--- config.mk ---
export PLATFORM = sky130hd
export DESIGN_NAME = ch_beacon_tx
export DESIGN_NICKNAME = d
export VERILOG_FILES = /design/src/rtl/ch_beacon_tx.sv
export SDC_FILE = /design/constraint.sdc
export NUM_CORES = 1
export LEC_CHECK = 0
export ABC_AREA = 0
export BUFFER_PORTS_ARGS = -buffer_cell sky130_fd_sc_hd__buf_2
export CAP_MARGIN = 15
export CORE_MARGIN = 1
export CORE_UTILIZATION = 40
export CTS_CLUSTER_DIAMETER = 200
export DETAILED_ROUTE_END_ITERATION = 10
export PLACE_DENSITY = 0.6
export REMOVE_ABC_BUFFERS = 1
export SETUP_SLACK_MARGIN = 0.15
export SKIP_CTS_REPAIR_TIMING = 1
export SYNTH_ARGS = -nofsm -noshare
export SYNTH_HDL_FRONTEND = slang
export SYNTH_SLANG_ARGS = --single-unit
export TNS_END_PERCENT = 100
--- constraint.sdc ---
create_clock -name clk -period 2.9 [get_ports clk]
set_input_delay 0.29 -clock clk [delete_from_list [all_inputs] [get_ports clk]]
set_output_delay 0.29 -clock clk [all_outputs]
set_load 0.01 [all_outputs]
--- src/rtl/ch_beacon_tx.sv ---
// Cluster-head beacon transmitter: emits a 6-byte advertisement (type, id, q, hops, xor) on a timer or trigger.
// Optional BEACON_JITTER_EN adds 0..15 cycles of LFSR jitter to every timer reload.
module ch_beacon_tx #(
  parameter int         PERIOD_W = 16,
  parameter logic [7:0] PKT_TYPE = 8'hC1
) (
  input  logic                clk,
  input  logic                nrst,
  input  logic                en,
  input  logic                role_is_ch,
  input  logic [7:0]          my_id,
  input  logic [15:0]         my_q,
  input  logic [7:0]          my_hops,
  input  logic [PERIOD_W-1:0] period,
  input  logic                trigger,
  output logic [7:0]          tx_data,
  output logic                tx_valid,
  input  logic                tx_ready,
  output logic                tx_last,
  output logic                busy,
  output logic [15:0]         beacon_cnt
);

  typedef enum logic {IDLE = 1'b0, SEND = 1'b1} state_t;

  state_t              state, stateNext;
  logic [2:0]          idx, idxNext;
  logic                pending, pendingNext;
  logic [15:0]         cntNext;
  logic                startPkt;
  logic [7:0]          idSnap, qHiSnap, qLoSnap, hopsSnap, csumSnap;
  logic                active, activeDly, activeRise, expire, request;
  logic [PERIOD_W-1:0] timer, periodM1, reloadVal;

  assign active     = en && role_is_ch;
  assign activeRise = active && !activeDly;
  assign periodM1   = period - PERIOD_W'(1);
  // The timer sits at 0 while inactive, so the rising-edge cycle must not count as an expiry.
  assign expire     = active && !activeRise && (period != '0) && (timer == '0);
  assign request    = expire || (trigger && active);

`ifdef BEACON_JITTER_EN
  logic [7:0]        lfsr;
  logic              seeded;
  logic [PERIOD_W:0] jitSum;

  // Seeded from my_id on the first cycle after reset release so neighbours diverge.
  always_ff @(posedge clk or negedge nrst) begin
    if (!nrst) begin
      lfsr   <= 8'h00;
      seeded <= 1'b0;
    end else if (!seeded) begin
      lfsr   <= my_id | 8'h01;
      seeded <= 1'b1;
    end else begin
      lfsr <= {lfsr[6:0], lfsr[7] ^ lfsr[5] ^ lfsr[4] ^ lfsr[3]};
    end
  end

  assign jitSum    = {1'b0, periodM1} + {{(PERIOD_W - 3){1'b0}}, lfsr[3:0]};
  assign reloadVal = jitSum[PERIOD_W] ? {PERIOD_W{1'b1}} : jitSum[PERIOD_W-1:0];
`else
  assign reloadVal = periodM1;
`endif

  always_ff @(posedge clk or negedge nrst) begin
    if (!nrst) begin
      activeDly <= 1'b0;
      timer     <= '0;
    end else begin
      activeDly <= active;
      if (!active) begin
        timer <= '0;
      end else if (activeRise) begin
        timer <= (period == '0) ? '0 : reloadVal;
      end else if (period != '0) begin
        timer <= (timer == '0) ? reloadVal : timer - PERIOD_W'(1);
      end
    end
  end

  always_ff @(posedge clk or negedge nrst) begin
    if (!nrst) begin
      state      <= IDLE;
      idx        <= 3'd0;
      pending    <= 1'b0;
      beacon_cnt <= 16'd0;
    end else begin
      state      <= stateNext;
      idx        <= idxNext;
      pending    <= pendingNext;
      beacon_cnt <= cntNext;
    end
  end

  always_comb begin
    stateNext   = state;
    idxNext     = idx;
    pendingNext = pending;
    cntNext     = beacon_cnt;
    startPkt    = 1'b0;
    case (state)
      IDLE: begin
        if (active && (request || pending)) begin
          stateNext   = SEND;
          idxNext     = 3'd0;
          pendingNext = 1'b0;
          startPkt    = 1'b1;
        end
      end
      SEND: begin
        if (tx_ready) begin
          if (idx == 3'd5) begin
            cntNext = beacon_cnt + 16'd1;
            idxNext = 3'd0;
            // Back-to-back restart keeps tx_valid high with no idle cycle.
            if (active && (request || pending)) begin
              pendingNext = 1'b0;
              startPkt    = 1'b1;
            end else begin
              stateNext = IDLE;
            end
          end else begin
            idxNext = idx + 3'd1;
          end
        end
        if (request && !startPkt) pendingNext = 1'b1;
      end
      default: stateNext = IDLE;
    endcase
    if (!active) pendingNext = 1'b0;
  end

  always_ff @(posedge clk or negedge nrst) begin
    if (!nrst) begin
      idSnap   <= 8'h00;
      qHiSnap  <= 8'h00;
      qLoSnap  <= 8'h00;
      hopsSnap <= 8'h00;
      csumSnap <= 8'h00;
    end else if (startPkt) begin
      idSnap   <= my_id;
      qHiSnap  <= my_q[15:8];
      qLoSnap  <= my_q[7:0];
      hopsSnap <= my_hops;
      csumSnap <= PKT_TYPE ^ my_id ^ my_q[15:8] ^ my_q[7:0] ^ my_hops;
    end
  end

  always_comb begin
    tx_valid = (state == SEND);
    busy     = tx_valid;
    tx_last  = tx_valid && (idx == 3'd5);
    tx_data  = 8'h00;
    if (state == SEND) begin
      case (idx)
        3'd0:    tx_data = PKT_TYPE;
        3'd1:    tx_data = idSnap;
        3'd2:    tx_data = qHiSnap;
        3'd3:    tx_data = qLoSnap;
        3'd4:    tx_data = hopsSnap;
        default: tx_data = csumSnap;
      endcase
    end
  end

endmodule

After elaboration in Yosys (flattened, before gate mapping). Cells that the tools add are included. W data, S select, Z words.

Memories kept: 0. Bits in read-only memories: 0. Bits in registers: 78. RAM bits: 0. Output and inout port bits: 27. Latch bits: 0. Word-level logic and storage cells: 76. Input port bits: 54.

Reductions and logical operators: 21. Muxes and demuxes: 25. Shift operators: 0. Bitwise logic cells: 5. Div/mod/pow operators: 0. $mul: 0. Equality and inequality tests: 10. $add $sub $neg: 4. Order comparisons: 0.

Operators with widths (count): $mux W16 (5); $pmux W8 S5 (1); $logic_not A16 Y1 (2); $sub A16 B1 Y16 const B (2); $xor A8 B8 Y8 (3); $add A16 B1 Y16 const B (1); $reduce_bool A16 Y1 (1); $mux W1 (11); $logic_and A1 B1 Y1 (9); $mux W3 (3); $mux W8 (1); $eq A3 B2 Y1 const B (2); $eq A3 B3 Y1 const B (2); $pmux W1 S2 (3); $pmux W3 S2 (1); $ne A2 B2 Y1 const B (2); $ne A4 B2 Y1 const B (1); $ne A4 B3 Y1 const B (1); $reduce_and A2 Y1 (2); $add A3 B1 Y3 const B (1); $eq A3 B1 Y1 const B (1); $logic_not A1 Y1 (3); $logic_not A3 Y1 (1); $ne A3 B1 Y1 const B (1); 4 further kinds (5).

Longest topological paths before layout.
Word-level depth: 18. Mapped depth: 9.

Worst setup path after synthesis. Ideal clock, no wire load.

Path kind: reg2reg. From: reg timer[0]. To: reg csumSnap[0]. Stages on the path, launching flop included: 10. Required time: 2.775 ns. Setup time: 0.125 ns. Buffers on the path: 2. Data arrival time: 2.581 ns. Setup slack: 0.194 ns. Path through: dfrtp_1 > inv_1 > ha_1 > or4b_2 > or4_1 > buf_2 > o31ai_4 > nand2_2 > buf_6 > mux2_4.

Cells in the longest elaborated chain, start to end: 10.

RTL lines: from (decl) (RTL line 33) `logic [PERIOD_W-1:0] timer, periodM1, reloadVal;`; from (signal assigned) (RTL line 75) `timer <= (period == '0) ? '0 : reloadVal;`; from (signal assigned) (RTL line 77) `timer <= (timer == '0) ? reloadVal : timer - PERIOD_W'(1);`; $logic_not A16 Y1 (*) (RTL line 39) `assign expire = active && !activeRise && (period != '0) && (timer == '0);`; $logic_and A1 B1 Y1 (*) (RTL line 39); $logic_or A1 B1 Y1 (*) (RTL line 40) `assign request = expire || (trigger && active);`; $logic_or A1 B1 Y1 (*) (RTL line 104, 117); $logic_and A1 B1 Y1 (*) (RTL line 104, 117); $mux W1 (*) (RTL line 104, 117); $mux W1 (RTL line 113) `if (idx == 3'd5) begin`; $mux W1 (RTL line 112) `if (tx_ready) begin`; $mux W1 (RTL line 102) `case (state)`; $pmux W1 S2 (*) (RTL line 102); to (signal assigned) (RTL line 146) `csumSnap <= PKT_TYPE ^ my_id ^ my_q[15:8] ^ my_q[7:0] ^ my_hops;`; to (decl) (RTL line 31) `logic [7:0] idSnap, qHiSnap, qLoSnap, hopsSnap, csumSnap;`.

Every way passes the cells marked *; elsewhere a longest branch is shown, timed or not. The select of a mux whose other input is x is not followed. A chain may end at the register's enable or synchronous reset.

Worst setup path in the final report.
From: reg timer[8]. To: reg hopsSnap[7].

Cells in the longest elaborated chain, start to end: 10.

RTL lines: $logic_not A16 Y1 (*) (RTL line 39); $logic_and A1 B1 Y1 (*) (RTL line 39); $logic_or A1 B1 Y1 (*) (RTL line 40); $logic_or A1 B1 Y1 (*) (RTL line 104, 117); $logic_and A1 B1 Y1 (*) (RTL line 104, 117); $mux W1 (*) (RTL line 104, 117); $mux W1 (RTL line 113); $mux W1 (RTL line 112); $mux W1 (RTL line 102); $pmux W1 S2 (*) (RTL line 102); to (signal assigned) (RTL line 145) `hopsSnap <= my_hops;`; to (decl) (RTL line 31).

Marks and branches as above.

==> run_results.csv <==
group,metric,value,unit
status,status,"finished clean",
yosys,synth_sequential_area_ratio,42.2,%
sta,slew_headroom,32.7,%
clock_network,root_buffer,"clkbuf_16",
layout,drive_above_1_share,32.8,%
power,power_switching,1.55,mW
power,vdd_drop_max,0.498,mV
placement,io_buffers,80,
sta,worst_pin_slew,1010,ps
sta,max_clock_freq,0.378,GHz
clock_network,clk_latency,350,ps
global_route,grt_max_degree,79,
yosys,yosys.cell_types.count,55,
clock_network,cts_max_level,3,
die,ios,81,
sta,slew_violations,0,
critical_path,worst_ep_required_time,3130,ps
layout,fin_util,51.1,%
critical_path,end_kind,"flip-flop",
power,p_seq_share,36.7,%
die,start_util,41.8,%
power,swShare,33.4,%
die,die_w,110,um
global_route,grt_pass1_wl,17400,um
placement,dp_hpwl,7680,um
critical_path,critPathMaxFanout,10,
die,die_area,12000,um2
critical_path,worstSetupStartpointType,"flip-flop",
power,clkPwrFrac,25.7,%
power,p_total,4.64,mW
drt,drc,0,
sta,fin_crit_sh,91.3,%
drt,wl_per_cell,16.9,um
yosys,syn_avg_cell_area,10.8,um2
sta,finalCriticalPeriod,2650,ps
yosys,synth_async_sr_flop_share,100,%
yosys,synth-seq-cells,78,
layout,num_antenna_cells,0,
clock_network,cts_tree,"done",
die,die-height,110,um
hold_path,min_path_type,"primary input to async pin",
yosys,synthesis.area,4630,um2
job,maxCapViolations,0,
placement,gp_congestion,0.888,
die,std_cell_rows,38,
drt,ant_nets,0,
sta,hold_viol_final,0,
power,internal_power,3.09,mW
global_route,overflow,0,
yosys,synth-edff-count,0,
clock_network,ctsLongestPathBuffers,2,
drt,routed_wl,11300,um
sta,holdWs,117,ps
drt,vias,3736,
sta,clock_skew,4.35,ps
drt,drt-initial-drc-count,227,
drt,drt_pre_antenna_iters,5,
power,p_leak,2.72,nW
critical_path,r2r_setup_slack,250,ps
layout,layout.nets,583,
clock_network,clock-sinks,78,
layout,n_fill_cell,1010,
sta,tns,0,ps
sta,rsz0062_at_grt,"no",
critical_path,cp.arrival,2880,ps
critical_path,worstSetupPathType,"flip-flop to flip-flop",
layout,area_growth,22.2,%
yosys,ys.flop_type,"dfrtp_1",
global_route,grt_pass1_vias,3463,
global_route,grtUsageTotal,19.1,%
die,coreArea,11100,um2
clock_network,numCtsBuffers,9,
power,power_density,820,nW/um2
clock_network,clkSlewWorstSetupHoldPaths,60,ps
global_route,antenna_found_initial,0,
power,power_frac_comb,37.6,%
yosys,yosysWarnings,0,
drt,vias_per_cell,5.59,
sta,setup_viol,0,
yosys,synth_cells,429,
==> cell usage after synthesis (2+ instances only) <==
cell type,number,area (um2)
mux2_2,2,22.5
or2_2,3,18.8
nor3_1,17,85.1
clkbuf_1,12,45.0
nor4_1,7,43.8
o22ai_1,4,25.0
o221ai_1,5,43.8
nor4_2,2,25.0
nand2_1,24,90.1
a32oi_1,3,26.3
nor2b_1,3,18.8
a22o_1,5,43.8
nand4_1,8,50.1
and3_1,4,25.0
o21ai_0,19,95.1
o21a_1,8,60.1
and4_1,2,17.5
and2_1,4,25.0
a21o_1,3,22.5
nand3_1,10,50.1
o31a_1,2,17.5
o211ai_1,4,30.0
o31ai_1,3,22.5
xor2_1,18,158
xnor2_1,36,315
nor3b_1,2,15.0
o311ai_0,2,17.5
nand2b_1,2,12.5
a21oi_1,8,40.0
or4_1,6,45.0
nor2_1,27,101
buf_2,3,15.0
a221oi_1,9,78.8
inv_1,7,26.3
ha_1,6,75.1
dfrtp_1,78,1950
a211o_1,2,17.5
mux2_4,40,601
o2111ai_1,2,17.5
a222oi_1,3,30.0
buf_6,4,45.0
or3_1,7,43.8
==> power by group through the flow <==
stage | clock network, mW | logic (mW) | registers, mW
floorplan | 0 | 1.17 | 1.65
global placement | 0 | 1.68 | 1.70
detailed placement | 0 | 1.72 | 1.71
CTS | 1.21 | 1.72 | 1.70
global route | 1.26 | 1.91 | 1.75
finish | 1.19 | 1.75 | 1.71
==> worst max-delay path, stage by stage, from the launching register on <==
cell	delay, ps
dfrtp_1	440
or4_1	560
or4_4	580
o31ai_4	280
nand2_4	170
buf_12	190
mux2_4	300
==> per-stage QoR <==
stage	std cells	instance area [um2]	setup slack [ps]
2_1_floorplan	408	4510	-401
3_3_place_gp	646	5240	161
3_5_place_dp	646	5240	108
4_1_cts	662	5550	109
5_1_grt	668	5660	170
6_report	668	5660	251
==> cell type report <==
type / instances / area (um2) / share of cell area (%)
clock buffers: 12 / 256 / 4.53
flip-flops and latches: 78 / 1950 / 34.5
inverters: 7 / 26.3 / 0.464
well taps: 140 / 175 / 3.10
clock inverters: 4 / 53.8 / 0.951
multi-input cells: 323 / 2550 / 45.0
repair buffers: 104 / 646 / 11.4
==> worst paths after layout <==
| kind | from | end | depth (start not counted) |
|---|---|---|---|
| max reg2reg | timer[8]$_DFFE_PN0P_ | hopsSnap[7]$_DFFE_PN0P_ | 6 |
| min | nrst | beacon_cnt[2]$_DFFE_PN0P_ | 1 |
| max | timer[8]$_DFFE_PN0P_ | hopsSnap[7]$_DFFE_PN0P_ | 6 |
| min in group clk | my_q[2] | qLoSnap[2]$_DFFE_PN0P_ | 2 |
| min reg2reg | beacon_cnt[15]$_DFFE_PN0P_ | beacon_cnt[15]$_DFFE_PN0P_ | 1 |
| max in group asynchronous | nrst | idx[2]$_DFFE_PN0P_ | 1 |
==> logic make-up after synthesis <==
kind of cell               count (synthesis)  share of synthesized area (%)
adders and majority gates                  6                           1.62
and+or+nand+nor                          135                           15.6
AOI/OAI and AO/OA                         85                           13.6
buffers and inverters                     28                           3.08
DFF                                       78                           42.2
muxes                                     43                           13.7
xor gates and xnor gates                  54                           10.2
==> cell usage in the layout, fill, tap and decap left out, types with 9 or more instances in the layout <==
master | netlist | routed
buf_2 | 3 | 79
dfrtp_1 | 78 | 77
mux2_4 | 40 | 40
xnor2_1 | 36 | 36
nor2_1 | 27 | 27
nand2_1 | 24 | 24
o21ai_0 | 19 | 19
buf_4 | 1 | 19
xor2_1 | 18 | 18
nor3_1 | 17 | 17
clkbuf_16 | 0 | 11
nand3_1 | 10 | 10
a221oi_1 | 9 | 9
==> metal layers <==
| layer | wire [um] | up-vias | global-route usage [%] |
|---|---|---|---|
| met5 | 0 | - | 0 |
| met1 | 5420 | 1834 | 26.4 |
| met4 | 206 | 0 | 9.52 |
| met2 | 5120 | 116 | 28.7 |
| li1 | - | 1774 | - |
| met3 | 575 | 12 | 3.50 |
==> state kept, by name (all words and copies together) (netlist names), 3 cells and up <==
name	cells
beacon_cnt	16
hopsSnap	8
qHiSnap	8
timer	16
idx	3
qLoSnap	8
idSnap	8
csumSnap	8
No activity file was read; power rests on OpenSTA's default activity.
